### config.mk
export PLATFORM = sky130hd
export DESIGN_NAME = alu_mul_sequencer
export DESIGN_NICKNAME = d
export VERILOG_FILES = /design/src/rtl/alu_mul_sequencer.sv
export SDC_FILE = /design/constraint.sdc
export NUM_CORES = 1
export LEC_CHECK = 0
export ABC_AREA = 1
export CORE_MARGIN = 2
export CORE_UTILIZATION = 40
export DETAILED_ROUTE_END_ITERATION = 6
export PLACE_DENSITY = 0.72
export SETUP_SLACK_MARGIN = 0.5
export SLEW_MARGIN = 15
export SYNTH_ARGS = -nofsm -noshare
export SYNTH_HDL_FRONTEND = slang
export SYNTH_SLANG_ARGS = --single-unit
### constraint.sdc
create_clock -name i_clk -period 5.6 [get_ports i_clk]
set_input_delay 1.12 -clock i_clk [delete_from_list [all_inputs] [get_ports i_clk]]
set_output_delay 1.12 -clock i_clk [all_outputs]
set_load 0.01 [all_outputs]
### src/rtl/alu_mul_sequencer.sv
// alu_mul_sequencer: 16x16 shift-and-add multiplier (low 16 bits) that
// sequences a shared 16-bit ALU through add and single-bit shift steps.
module alu_mul_sequencer #(
  parameter logic [3:0] IDLE_OPCODE = 4'h5,
  parameter int MAX_ITER = 16
) (
  input  logic        i_clk,
  input  logic        i_reset,
  input  logic        i_start,
  input  logic [15:0] i_multiplicand,
  input  logic [15:0] i_multiplier,
  output logic        o_busy,
  output logic        o_done,
  output logic [15:0] o_product,
  output logic [3:0]  o_alu_opcode,
  output logic [1:0]  o_alu_extra,
  output logic [15:0] o_alu_data1,
  output logic [15:0] o_alu_data2,
  output logic [7:0]  o_alu_const,
  input  logic [15:0] i_alu_result
);
  localparam int IW = $clog2(MAX_ITER + 1);
  typedef enum logic [2:0] {IDLE, TEST, ADD, SHL, SHR, DONE} state_t;
  state_t state, state_next;
  logic [15:0] a, b, p;
  logic [IW-1:0] iter;
  always_ff @(posedge i_clk or posedge i_reset) begin
    if (i_reset) begin
      state <= IDLE;
      a <= '0;
      b <= '0;
      p <= '0;
      iter <= '0;
      o_product <= '0;
    end else begin
      state <= state_next;
      case (state)
        IDLE: if (i_start) begin
          a <= i_multiplicand;
          b <= i_multiplier;
          p <= '0;
          iter <= '0;
        end
        ADD: p <= i_alu_result;
        SHL: a <= i_alu_result;
        SHR: begin
          b <= i_alu_result;
          iter <= iter + 1'b1;
        end
        DONE: o_product <= p;
        default: ;
      endcase
    end
  end
  always_comb begin
    state_next = state;
    case (state)
      IDLE: state_next = i_start ? TEST : IDLE;
      TEST: state_next = (b == '0 || iter == IW'(MAX_ITER)) ? DONE : b[0] ? ADD : SHL;
      ADD:  state_next = SHL;
      SHL:  state_next = SHR;
      SHR:  state_next = TEST;
      DONE: state_next = IDLE;
      default: state_next = IDLE;
    endcase
  end
  always_comb begin
    o_busy = state != IDLE;
    o_done = state == DONE;
    o_alu_opcode = state == ADD ? 4'h0 : (state == SHL || state == SHR) ? 4'h4 : IDLE_OPCODE;
    o_alu_extra = state == SHL ? 2'b11 : state == SHR ? 2'b10 : 2'b00;
    o_alu_data1 = state == ADD ? p : state == SHL ? a : state == SHR ? b : 16'h0;
    o_alu_data2 = state == ADD ? a : 16'h0;
    o_alu_const = (state == SHL || state == SHR) ? 8'd1 : 8'd0;
  end
endmodule

==> metrics.md, run 1 <==
| Metric | Value |
|---|---|
| Worst Reg-to-Reg Cells | 6 |
| Critical path capture point type | output pin |
| Critical register-to-register path startpoint | state[1]$_DFF_PP0_ |
| Clock power frac | between 10% and 20% |
| Combinational power share | between 40% and 50% |
| Hold Violations, Final | 0 |
| Netlist cell types | 25 |
| Final TNS setup | 0 ns |
| Reg2reg end | state[0]$_DFF_PP0_ |
| Startpoint Class | flip-flop |
| Tcrit/Tclk final | roughly 70% |
| Core ar. | roughly 9100 sq um |
| NetSw | approximately 1.1 mW |
| Sequential element share of the synthesized area | between 40% and 50% |
| Post-route cell area | between 4000 and 5000 sq um |
| Clk_skew | roughly 0.009 ns |
| Initial antenna violation count | 0 |
| DR WL met3 | ~560 microns |
| DP Worst Slack | about 2.1 ns |
| Overall Global Routing Usage | between 20% and 30% |
| Clock buffer depth | 2 |
| Hold Slack | ~0.49 ns |
| Net Sw Frac | between 40 and 50% |
| First-pass GRT wire length | between 15 and 20 mm |
| CP arrival | between 2 and 3 ns |
| Sequential share of power | approximately 34% |
| Max layer used | met4 |
| R2r setup slk | around 3.4 ns |
| CTS tree | yes |
| Final setup violation count | 0 |
| Pre-Repair DR Iteration Count | 5 |
| GR Overflow Total | 0 |
| Starting Density | between 40% and 50% |
| Pleak | 2.28 nW |
| Synthesis Warnings | 0 |
| Nets@finish | between 600 and 700 |
| Die H | around 100 microns |
| Syn Area/Cell | ~8 sq um |
| Hold Path Sink | o_product[6]$_DFFE_PP0P_ |
| H-Tree Depth | 3 |
| #FFs+latches synth | between 70 and 80 |
| Cells after Synth | approximately 470 |
| Final core occ | ~54% |
| Via count | about 3,400 |
| Worst Path Required | roughly 4.5 ns |
| Commonest non-fill, non-tap cell in the layout | nand2_1 |
| Number of remaining DRC errors | 0 |
| Clock Latency Late Sink | 0.35 ns |
| Clock root buffer | clkbuf_8 |
| Clk sinks | about 70 |
| GP Congestion | 0.873 |
| Vias in the first global route | 3,095 |
| Die area | approximately 10,000 sq um |
| Row cnt | 35 |
| DRT iter0 DRCs | 229 |
| Largest net degree at the start of global routing | 52 |
| CTS resizes | 0 |
| Commonest non-fill, non-tap cells in the layout | nand2_1 (124), clkdlybuf4s50_1 (105), dfrtp_1 (72) |
| Status | completed |
| Met2 wire len | about 4.8 mm |
| Final worst path period need | slightly below 4 ns |
| Final slew viol count | 0 |
| Worst Setup Slack, final | ~1.8 ns |
| Hold Path Depth | 2 |
| RSZ-0062 raised after global routing | no |
| Port bufs | ~110 |
| DRT Wirelength | around 10 mm |
| Drt wl/cell | 15.1 microns |
| Mapped Area | 3700 sq um |
| Int Pwr | between 1 and 1.5 mW |
| CTS Buf Count | 9 |
| Post-route ant nets | 0 |
| HPWL Detailed | approximately 7.3 mm |
| Area growth syn-to-layout | 32.1% |
| Hold Buf Count CTS | 0 |
| Pwr Density | approximately 520 nW/um^2 |
| Placed Area | 4690 sq um |
| Clk pin slew, worst setup/hold paths | ~0.07 ns |
| Achievable clock frequency | between 200 and 300 MHz |
| Max-Cap Viols | 0 |
| Ratio of cells with drive above 1 in the final layout | ~6.6% |
| Antenna diode count | 0 |
| Postcts setup bufs | 0 |
| Routed metal-1 wirelength | around 4.6 mm |
| Filler instances | between 800 and 900 |
| Via density per instance | about 5.0 |
| Maximum net fanout on the critical path | 46 |
| Worst min-delay path class | flip-flop to flip-flop |
| VDD IR max | 0.000308 V |
| Worst setup path class | flip-flop to output pin |
| Worst Hold Launch | o_product[6]$_DFFE_PP0P_ |
| Die width | between 100 and 150 microns |
| Ports | about 120 |
| Slew HR | roughly a third |
| Least-Margin Pin Slew | 0.997 ns |
[stage by stage]
stage | total power, mW | std cells
floorplan | 1.67 | 473
global placement | 2.11 | 655
detailed placement | 2.14 | 655
CTS | 2.56 | 671
global route | 2.75 | 671
finish | 2.55 | 671
[synth_stat cells]
cell type,instances,area (sq um)
nand2_1,124,465
dfrtp_1,72,1800
inv_1,66,248
o21ai_0,41,205
o21ai_1,32,160
nor2_1,30,113
o22ai_1,18,113
o221ai_1,16,140
buf_4,14,105
buf_2,13,65.1
o21ai_2,7,61.3
buf_6,5,56.3
inv_2,5,18.8
nand2_2,4,25.0
nand3_1,4,20.0
clkbuf_1,3,11.3
ha_1,2,25.0
nor2_4,2,22.5
a21oi_1,1,5.00
a31oi_1,1,6.26
conb_1,1,3.75
nand2_4,1,11.3
nand4_1,1,6.26
nor3_1,1,5.00
nor3_2,1,10.0
[routing by layer]
metal  global-route usage, %  up-vias
li1                        -     1643
met4                    5.48        0
met5                       0        -
met3                    4.53       11
met2                    31.8      117
met1                    29.7     1587
[sequential cells by signal, summed over array words and instances (netlist names)]
register	flops
a	16
o_product	16
iter	5
p	16
state	3
b	16
[critical path, stage by stage, from the launching register on]
cell	delay (ns)
dfrtp_1	0.46
nor2_4	0.18
nand2_2	0.45
inv_1	0.49
nand2_1	0.12
o221ai_1	0.09
clkdlybuf4s50_1	0.58
[area by class of cell]
| cell class | count | area, sq um | area share (%) |
|---|---|---|---|
| timing repair buffer | 106 | 1060 | 21.6 |
| sequential | 72 | 1800 | 36.8 |
| multi-input combinational | 295 | 1430 | 29.2 |
| clock inverter | 5 | 56.3 | 1.15 |
| inverter | 71 | 267 | 5.45 |
| clock buffer | 11 | 141 | 2.89 |
| tap | 111 | 139 | 2.84 |
[power groups by stage]
stage	logic [mW]	registers, mW	clock network (mW)
floorplan	0.795	0.871	0
global placement	1.23	0.875	0
detailed placement	1.26	0.882	0
CTS	1.26	0.874	0.419
global route	1.40	0.903	0.447
finish	1.26	0.874	0.415
[cell families (layout without fill, tap and decap cells)]
kind of cell | Yosys count | count (layout) | share of synthesized area, %
other cells | 1 | 9 | 0.101
compound gates | 116 | 116 | 18.6
fa+ha+maj | 2 | 2 | 0.676
flops | 72 | 72 | 48.6
buf+inv | 106 | 193 | 13.6
simple gates | 168 | 168 | 18.3
[how the worst max path moves through the flow]
stage	to	from	cells past startpoint	slack, ns
detailed placement	o_alu_data1[2]	state[0]$_DFF_PP0_	6	2.13
finish	o_alu_data1[2]	state[0]$_DFF_PP0_	6	1.75
floorplan	a[0]$_DFFE_PP0P_	i_reset	1	2.66
global placement	o_alu_data1[3]	state[0]$_DFF_PP0_	6	2.20
global route	o_alu_data1[3]	state[0]$_DFF_PP0_	6	1.56
CTS	o_alu_data1[2]	state[0]$_DFF_PP0_	6	1.76
(Power assumes the default switching activity.)
==> inputs of run 2 (changes only) <==
==> constraint.sdc (replaced) <==
create_clock -name i_clk -period 3.7 [get_ports i_clk]
set_input_delay 0.74 -clock i_clk [delete_from_list [all_inputs] [get_ports i_clk]]
set_output_delay 0.74 -clock i_clk [all_outputs]
set_load 0.01 [all_outputs]
==> metrics.md, run 2 (same netlist as run 1, synthesis figures left out) <==
| Metric | Value |
|---|---|
| Row cnt | 35 |
| CP top delay family | buffers and inverters |
| Number of remaining DRC errors | 0 |
| Critical Path Max Stage Delay | ~0.6 ns |
| Sequential share of power | 33.8% |
| Final slew viol count | 0 |
| CTS Buf Count | 9 |
| Clock root buffer | clkbuf_8 |
| Core ar. | 9110 sq um |
| Die area | roughly 10,000 sq um |
| H-Tree Depth | 3 |
| Area growth syn-to-layout | 33.6% |
| Slowest CP cell | clkdlybuf4s50_1 |
| Int Pwr | approximately 2.3 mW |
| Final core occ | about 54% |
| Maximum net fanout on the critical path | between 40 and 50 |
| Pleak | 2.30 nW |
| Status | completed |
| RSZ-0062 raised after global routing | yes |
| DRT iter0 DRCs | approximately 150 |
| NetSw | roughly 1.6 mW |
| Die width | 100 microns |
| First-pass GRT wire length | approximately 16 mm |
| DRT Wirelength | a little over 10 mm |
| Die H | roughly 100 microns |
| Vias in the first global route | ~3,200 |
| CTS tree | yes |
| HPWL Detailed | roughly 7.3 mm |
| Worst min-delay path class | flip-flop to flip-flop |
| Filler instances | around 850 |
| Slew HR | 45.3% |
| VDD IR max | 0.000430 V |
| Antenna diode count | 0 |
| Post-route cell area | slightly below 5000 sq um |
| Tcrit/Tclk final | between 80% and 90% |
| Worst Path Required | between 2 and 3 ns |
| Startpoint Class | flip-flop |
| Combinational power share | about half |
| Hold Violations, Final | 0 |
| Total power | 3.90 mW |
| CP Cell Sequence | inv_2 > nor2_4 > nand2_4 > inv_4 > nand2_1 > o221ai_1 > clkdlybuf4s50_1 |
| Ports | 115 |
| Via count | 3,394 |
| Final worst path period need | around 3.1 ns |
| Clock buffer depth | 2 |
| Initial antenna violation count | 0 |
| Achievable clock frequency | around 320 MHz |
| Commonest non-fill, non-tap cell in the layout | nand2_1 |
| Placed Area | approximately 4700 sq um |
| Worst path buffer plus inverter count | 3 |
| Overall Global Routing Usage | ~20% |
| Clock Latency Late Sink | ~0.34 ns |
| GP Congestion | between 0.8 and 0.9 |
| Port bufs | between 100 and 150 |
| Clock power frac | about 16% |
| Drt wl/cell | around 15 microns |
| Final setup violation count | 0 |
| Worst setup path class | flip-flop to output pin |
| Max-Cap Viols | 0 |
| Final TNS setup | 0 ns |
| Via density per instance | just over 5 |
| Commonest non-fill, non-tap cells in the layout | nand2_1 (124), clkdlybuf4s50_1 (105), dfrtp_1 (72) |
| Clk_skew | around 0.0086 ns |
| Pre-Repair DR Iteration Count | 5 |
| CP arrival | 2.35 ns |
| Critical path capture point type | output pin |
| Nets@finish | roughly 610 |
| Least-Margin Pin Slew | 0.820 ns |
| Clk pin slew, worst setup/hold paths | about 0.08 ns |
| Clk sinks | a little over 70 |
| Starting Density | about two fifths |
| Net Sw Frac | 41.7% |
| Ratio of cells with drive above 1 in the final layout | under 10% |
| GR Overflow Total | 0 |
| Crit path depth | 7 |
| Pwr Density | slightly below 800 nW/um^2 |
| Largest net degree at the start of global routing | 42 |
| Hold Path Depth | 2 |
| Worst Reg-to-Reg Cells | 5 |
| Post-route ant nets | 0 |
run 2: changes by cell type in the layout (fill, tap and decap cells not counted), sizes merged:
cell,change
buf,+3
clkbuf,-1
clkinv,+1
clkinvlp,+1
inv,-1
run 2: metal layers:
layer	vias up	share of wire, %	GRT usage, %
li1	1661	-	-
met2	118	48	32.0
met1	1597	46	28.4
met4	0	1.8	7.27
met3	18	4.4	2.58
met5	-	0	0
run 2: worst paths after layout:
kind | start | endpoint | slack, ns
max | state[1]$_DFF_PP0_ | o_alu_data1[7] | 0.61
min | o_product[15]$_DFFE_PP0P_ | o_product[15]$_DFFE_PP0P_ | 0.49
max reg2reg | state[1]$_DFF_PP0_ | a[2]$_DFFE_PP0P_ | 1.83
min reg2reg | o_product[15]$_DFFE_PP0P_ | o_product[15]$_DFFE_PP0P_ | 0.49
max in group asynchronous | i_reset | p[3]$_DFFE_PP0P_ | 2.16
min in group asynchronous | i_reset | a[13]$_DFFE_PP0P_ | 0.85
run 2: cell type report:
type | count | area (sq um) | area share, %
Clock inverter | 6 | 68.8 | 1.39
Inverter | 71 | 273 | 5.51
Clock buffer | 10 | 138 | 2.78
Timing Repair Buffer | 109 | 1100 | 22.2
Tap cell | 111 | 139 | 2.81
Multi-Input combinational cell | 295 | 1430 | 28.9
Sequential cell | 72 | 1800 | 36.4
run 2: power by group through the flow:
stage	combinational (mW)	sequential (mW)	clock, mW
final	1.95	1.32	0.635
after global routing	2.14	1.36	0.675
after CTS	1.95	1.32	0.644
after detailed placement	1.93	1.33	0
after global placement	1.90	1.32	0
after floorplan	1.20	1.32	0
run 2: worst reg2reg max path, cell delays in order, from the launching register on:
cell and delay (ns):
dfrtp_1 0.46, inv_2 0.08, nor2_4 0.16, nand2_4 0.29, nand2_2 0.57, o21ai_0 0.18
run 2: timing repair:
action / 4_1_cts / 5_1_grt
resized for setup: 1 / 3
setup endpoints to repair: 1 / 15
hold endpoints to repair: 0 / 0
buffers inserted: 0 / 0
hold buffers: 0 / 0
run 2: metrics by stage:
step	setup WS (ns)	hold WS, ns	cells
2_1_floorplan	1.14	0.471	473
3_3_place_gp	0.931	0.470	658
3_5_place_dp	0.860	0.474	658
4_1_cts	0.536	0.493	674
5_1_grt	0.497	0.520	674
6_report	0.610	0.489	674
